### src/rtl/quad_bbox_setup.sv
// ---------------------------------------------------------------------------
// quad_bbox_setup: clamped screen bounding box, nearest Z and off-screen flag per quad.
// Rev 1.0
// ---------------------------------------------------------------------------
`default_nettype none

module quad_bbox_setup #(
  parameter int FRAC_BITS = 8,
  parameter int SCR_W     = 640,
  parameter int SCR_H     = 480
) (
  input  logic               clk,
  input  logic               rst_n,
  input  logic               in_valid,
  output logic               in_ready,
  input  logic signed [20:0] vtx1_X_scaled,
  input  logic signed [20:0] vtx1_Y_scaled,
  input  logic signed [20:0] vtx1_Z_scaled,
  input  logic signed [20:0] vtx2_X_scaled,
  input  logic signed [20:0] vtx2_Y_scaled,
  input  logic signed [20:0] vtx2_Z_scaled,
  input  logic signed [20:0] vtx3_X_scaled,
  input  logic signed [20:0] vtx3_Y_scaled,
  input  logic signed [20:0] vtx3_Z_scaled,
  input  logic signed [20:0] vtx4_X_scaled,
  input  logic signed [20:0] vtx4_Y_scaled,
  input  logic signed [20:0] vtx4_Z_scaled,
  output logic               out_valid,
  input  logic               out_ready,
  output logic [9:0]         bbox_xmin,
  output logic [9:0]         bbox_xmax,
  output logic [9:0]         bbox_ymin,
  output logic [9:0]         bbox_ymax,
  output logic signed [20:0] z_min,
  output logic               bbox_empty
);

  typedef enum logic [1:0] {
    IDLE  = 2'd0,
    SCAN  = 2'd1,
    CLAMP = 2'd2,
    OUT   = 2'd3
  } state_t;

  localparam logic signed [13:0] HALF_W    = 14'(SCR_W / 2);
  localparam logic signed [13:0] HALF_H_M1 = 14'(SCR_H / 2 - 1);
  localparam logic signed [13:0] X_MAX     = 14'(SCR_W - 1);
  localparam logic signed [13:0] Y_MAX     = 14'(SCR_H - 1);

  state_t             state;
  logic [1:0]         idx;
  logic signed [20:0] vx [4];
  logic signed [20:0] vy [4];
  logic signed [20:0] vz [4];
  logic signed [13:0] xmin, xmax, ymin, ymax;
  logic signed [20:0] zmin;

  logic signed [20:0] cur_x, cur_y, cur_z;
  logic signed [13:0] px, py;
  logic               off_screen;

  assign cur_x = vx[idx];
  assign cur_y = vy[idx];
  assign cur_z = vz[idx];

  // Screen-centred fixed point to top-left-origin pixels; >>> floors negatives.
  assign px = HALF_W + 14'(cur_x >>> FRAC_BITS);
  assign py = HALF_H_M1 - 14'(cur_y >>> FRAC_BITS);

  assign off_screen = xmax[13] || (xmin > X_MAX) || ymax[13] || (ymin > Y_MAX);

  function automatic logic [9:0] clamp_to(input logic signed [13:0] v,
                                          input logic signed [13:0] hi);
    if (v[13])
      return 10'd0;
    else if (v > hi)
      return hi[9:0];
    return v[9:0];
  endfunction

  always_ff @(posedge clk) begin
    if (!rst_n) begin
      state      <= IDLE;
      idx        <= 2'd0;
      in_ready   <= 1'b1;
      out_valid  <= 1'b0;
      bbox_xmin  <= 10'd0;
      bbox_xmax  <= 10'd0;
      bbox_ymin  <= 10'd0;
      bbox_ymax  <= 10'd0;
      z_min      <= 21'sd0;
      bbox_empty <= 1'b0;
    end else begin
      case (state)
        IDLE: begin
          if (in_valid && in_ready) begin
            vx[0] <= vtx1_X_scaled;  vy[0] <= vtx1_Y_scaled;  vz[0] <= vtx1_Z_scaled;
            vx[1] <= vtx2_X_scaled;  vy[1] <= vtx2_Y_scaled;  vz[1] <= vtx2_Z_scaled;
            vx[2] <= vtx3_X_scaled;  vy[2] <= vtx3_Y_scaled;  vz[2] <= vtx3_Z_scaled;
            vx[3] <= vtx4_X_scaled;  vy[3] <= vtx4_Y_scaled;  vz[3] <= vtx4_Z_scaled;
            idx      <= 2'd0;
            in_ready <= 1'b0;
            state    <= SCAN;
          end
        end
        SCAN: begin
          // The first vertex seeds the extrema so an aborted quad leaves no residue.
          if (idx == 2'd0) begin
            xmin <= px;  xmax <= px;
            ymin <= py;  ymax <= py;
            zmin <= cur_z;
          end else begin
            if (px < xmin)    xmin <= px;
            if (px > xmax)    xmax <= px;
            if (py < ymin)    ymin <= py;
            if (py > ymax)    ymax <= py;
            if (cur_z < zmin) zmin <= cur_z;
          end
          idx <= idx + 2'd1;
          if (idx == 2'd3)
            state <= CLAMP;
        end
        CLAMP: begin
          bbox_empty <= off_screen;
          z_min      <= zmin;
          bbox_xmin  <= off_screen ? 10'd0 : clamp_to(xmin, X_MAX);
          bbox_xmax  <= off_screen ? 10'd0 : clamp_to(xmax, X_MAX);
          bbox_ymin  <= off_screen ? 10'd0 : clamp_to(ymin, Y_MAX);
          bbox_ymax  <= off_screen ? 10'd0 : clamp_to(ymax, Y_MAX);
          out_valid  <= 1'b1;
          state      <= OUT;
        end
        OUT: begin
          if (out_valid && out_ready) begin
            out_valid <= 1'b0;
            in_ready  <= 1'b1;
            state     <= IDLE;
          end
        end
        default: state <= IDLE;
      endcase
    end
  end

endmodule

`default_nettype wire

### config.mk
export PLATFORM = sky130hd
export DESIGN_NAME = quad_bbox_setup
export DESIGN_NICKNAME = d
export VERILOG_FILES = /design/src/rtl/quad_bbox_setup.sv
export SDC_FILE = /design/constraint.sdc
export NUM_CORES = 1
export LEC_CHECK = 0
export ABC_AREA = 1
export BUFFER_PORTS_ARGS = -buffer_cell sky130_fd_sc_hd__buf_2
export CAP_MARGIN = 20
export CORE_AREA = 3 3 168 170
export DETAILED_ROUTE_END_ITERATION = 6
export DIE_AREA = 0 0 171 173
export HOLD_SLACK_MARGIN = 0.03
export PLACE_DENSITY = 0.81
export SETUP_SLACK_MARGIN = 0.5
export SYNTH_ARGS = -nofsm -noshare
export SYNTH_HDL_FRONTEND = slang
export SYNTH_SLANG_ARGS = --single-unit
export TNS_END_PERCENT = 50
### constraint.sdc
create_clock -name clk -period 22.1 [get_ports clk]
set_input_delay 3.315 -clock clk [delete_from_list [all_inputs] [get_ports clk]]
set_output_delay 3.315 -clock clk [all_outputs]
set_load 0.005 [all_outputs]
* Yosys cells after proc, flatten, opt, wreduce, memory -nomap -nowiden
Memory sizes are Yosys's and may differ from the RTL's. A register that Yosys moved wholly into a read port is not among the register bits.
Index checks and enable logic that the tools add are counted.
** Word-level totals
- Bits in registers :: 145
- Memory bits (writable) :: 252
- Input port bits :: 256
- Output and inout bits :: 64
- Memories kept :: 3
** Memory list
- vx :: depth 4, width 21, read ports 1, clocked after memory_dff 1, write ports 4, line 52 : logic signed [20:0] vx [4];
- vy :: depth 4, width 21, read ports 1, clocked after memory_dff 1, write ports 4, line 53 : logic signed [20:0] vy [4];
- vz :: depth 4, width 21, read ports 1, clocked after memory_dff 1, write ports 4, line 54 : logic signed [20:0] vz [4];
** Operators by class
- Add/sub/neg operators :: 3
- Magnitude comparators :: 9
- Equality and inequality tests :: 7
- Mux-type cells :: 63
- Reductions and logical operators :: 24
** Operators by type and width (count)
- $mux 10 :: 16
- $mux 14 :: 8
- $mux 21 :: 2
- $gt 14x10->1 const B :: 2
- $gt 14x11->1 const B :: 2
- $gt 14x14->1 :: 2
- $lt 14x14->1 :: 2
- $mux 1 :: 23
- $lt 21x21->1 :: 1
- $reduce_and 3->1 :: 7
- $mux 2 :: 10
- $reduce_bool 2->1 :: 8
- $add 10x13->14 const A :: 1
- $sub 9x13->14 const A :: 1
- $pmux 2 s4 :: 1
- $eq 2x2->1 const B :: 3
- $ne 2x2->1 const B :: 3
- $logic_not 2->1 :: 2
- $pmux 1 s2 :: 2
- $pmux 2 s2 :: 1
- $reduce_and 2->1 :: 2
- $logic_or 1x1->1 :: 3
- $add 2x1->2 const B :: 1
- $eq 2x1->1 const B :: 1
- $logic_and 1x1->1 :: 2

* Longest topological paths before layout
- Word-level depth :: 7
- Mapped depth :: 24
- Mapped depth without buffers :: 23

* Worst setup path after synthesis
OpenSTA, ideal clock, no wires.
- Path kind :: input-to-reg
- From :: input rst_n
- To :: memory vx[0][10], enable pin
- Library setup time :: 1.005 ns
- Arrival time :: 17.523 ns
- Setup slack :: 3.572 ns
- Stages on the path :: 4
- Cells stage by stage :: clkbuf_1 inv_1 clkbuf_1 nor3b_1
** RTL lines
- start: declaration :: line 13 : input logic rst_n,
- end: declaration :: line 52

==> results.md <==
- Status: completed
- Final setup viols: 0
- Die ar.: 29,580 um2
- Sequential-to-total area share from yosys stat: 65.11%
- Post-synth EDFFs: 265
- Drt drc: 0
- Share of layout cells above drive strength 1: 22.78%
- Post-Route Utilization: 63.51%
- Wire length per cell: 17.90 um
- Row Count: 60
- Yosys reg bits: 335
- R2R cell count: 23
- Worst Setup SP: rst_n
- Cell Area, Synth: 14,380 um2
- Gr ovfl total: 0
- Worst Setup EP: vy[2][14]$_DFFE_PP_
- Fin crit share: 26.26%
- Largest fanout on the critical path: 188
- Max Root-Sink Buffers: 3
- Startpoint Class: primary input
- Post-layout worst setup margin: 16.30 ns
- DP HPWL: 22,910 um
- Critical R2R Capture: ymax[5]$_DFFE_PP_
- Synthesized area per cell: 11.48 um2
- Post-CTS Setup Repair Bufs: 0
- Slew HR: 25.91%
- Power Density: 116.4 nW/um2
- R2R Setup Slk: 17.24 ns
- Setup TNS: 0 ns
- Final hold vios: 0
- DIE HEIGHT: 173 um
- Synth top area share: 55.36%
- Tmin final: 5.804 ns
- Mapped Cells: 1,252
- Nets: 1,844
- Max cap viols: 0
- Pins Over Slew Limit: 0
- Global-route wire length before repair: 51,830 um
- Via count: 10,240
- Commonest cells post-synth: 265 x edfxtp_1, 183 x nand2_1, 117 x inv_1, 115 x o21ai_0, 101 x nor2_1
- Min Hold Slack: 0.4343 ns
- Synth area leader: edfxtp_1
- Maximum clock frequency: 172.3 MHz
- Number of I/O pins: 320
- Core area: 26,880 um2
- Count of different cell masters after synthesis: 46
- Syn Nets: 1,591
- HP Class: flop to flop
- Clk slew on worst S/H paths: 0.06 ns
- Critical hold path startpoint: bbox_ymax[9]$_SDFFE_PN0P_
- Ranking of synthesized cells by area: edfxtp_1 55%, dfxtp_1 9.7%, ha_1 7.2%
- Ys flop type: edfxtp_1
- Clock Latency Late Sink: 0.53 ns
- 1st-pass router iterations: 5
- CTS sink cnt: 335
- Worst path arrival time: 5.94 ns
- Leak: 0.007265 uW
- Met3 usage in global routing: 5.121%
- Via-to-Cell Ratio: 5.446
- Initial drt markers: 819
- Setup crit end kind: flop
- Clk root buf: clkbuf_16
- Die Width: 171 um
- Worst Tran Pin Value: 1.111 ns
- CTS tree: done
- Final Skew: 0.01986 ns
- Area Growth Syn to Fin: 18.74%
- Top-count cell post-synth: edfxtp_1
- WL final: 33,640 um
- Routability congestion estimate from global placement: 0.8463
- Post-Place Worst Slack: 15.87 ns
- Vias in the first global route: 10,080
- Worst vdd ir: 0.07704 mV
- Largest net degree at the start of global routing: 189
- H-tree Lvls: 2
- PortBufs: 255
- Antenna viol nets, final: 0
- Met1 usage: 28.01%
- CP Class: primary input to flop
- Unrepaired setup endpoints after global routing: no
- FF+latch area: 9364 um2
- Synth warn: 0
- Starting Density: 53.49%
- FFs w/ async S/R, synth: 0%
- GRT Resource Usage Total: 22.14%
- Grt peak-use layer: met2
- Post-CTS sizing: 0
- CP required: 22.24 ns
- Multi-input gate area: 4274 um2
- CTS hold repair buffers: 0
- M2 GR Usage: 36.23%
- Fillcell total: 2,036
- Initial antenna violation count: 10
- TritonCTS Buffers: 36
## state kept, by name (all words and copies together) (netlist names), named ones only
register,count
bbox_empty,1
bbox_ymax,10
xmin,14
vy,52
idx,2
ymax,14
bbox_xmin,10
state,2
z_min,21
in_ready,1
vz,84
vx,52
bbox_xmax,10
ymin,14
bbox_ymin,10
xmax,14
zmin,21
out_valid,1
## worst min path at each step
| stage | endpoint | slack (ns) | cells past startpoint |
|---|---|---|---|
| CTS | bbox_ymax[9]$_SDFFE_PN0P_ | 0.44 | 2 |
| finish | bbox_ymax[9]$_SDFFE_PN0P_ | 0.43 | 2 |
| floorplan | bbox_ymax[9]$_SDFFE_PN0P_ | 0.43 | 2 |
| global placement | bbox_ymin[9]$_SDFFE_PN0P_ | 0.42 | 2 |
| detailed placement | bbox_ymax[9]$_SDFFE_PN0P_ | 0.43 | 2 |
| global route | bbox_ymax[9]$_SDFFE_PN0P_ | 0.46 | 2 |
## cell usage in the layout, fill, tap and decap left out, drive strengths merged, types with 4 or more instances in the layout
cell type,Yosys,routed
nand4,6,6
nor2,103,103
nand3,81,81
o22ai,29,29
dfxtp,70,70
xor2,6,6
a21oi,78,78
clkbuf,28,45
clkinv,0,17
inv,123,124
o21ai,120,120
buf,24,267
nor3,9,9
ha,83,83
a211oi,4,4
nand2,190,190
diode,0,7
a32o,8,8
edfxtp,265,265
o31ai,4,4
## layout make-up
| class | instances | share of cell area (%) |
|---|---|---|
| well taps | 341 | 2.500 |
| inverters | 123 | 2.705 |
| repair buffers | 267 | 8.291 |
| clock buffers | 45 | 5.556 |
| clock inverters | 20 | 0.9456 |
| flip-flops and latches | 335 | 54.86 |
| multi-input cells | 742 | 25.04 |
| diodes | 7 | 0.1026 |
## stage by stage
stage	cell area [um2]	instances	power, uW
after floorplan	14380	1252	1274
after global placement	15880	1805	1396
after detailed placement	15880	1805	1427
after CTS	16990	1870	1991
after global routing	17070	1880	2113
final	17070	1880	1987
## power breakdown
group	internal [uW]	switching, uW	leakage [uW]
Sequential	820	36.6	0.00300
Combinational	194	376	0.00373
Clock	320	241	0.000544
Total	1330	653	0.00726
## worst max-delay path, stage by stage
cell and delay (ns):
buf_2 0.09, buf_4 0.65, inv_1 0.56, nor3b_2 0.39, buf_12 0.58
## layer usage
metal,wire length (um),vias up
met4,1360,6
met2,16500,415
met1,13230,4795
met3,2517,89
li1,-,4934
met5,42,-
## cell families after synthesis
logic type               synth area share, %
flip-flops                             65.11
XOR/XNOR                              0.5484
buffers and inverters                  5.196
AO/OA/AOI/OAI                          10.17
adder cells (fa/ha/maj)                7.224
AND/OR/NAND/NOR                        11.75
Power figures use the tool's default switching activity.
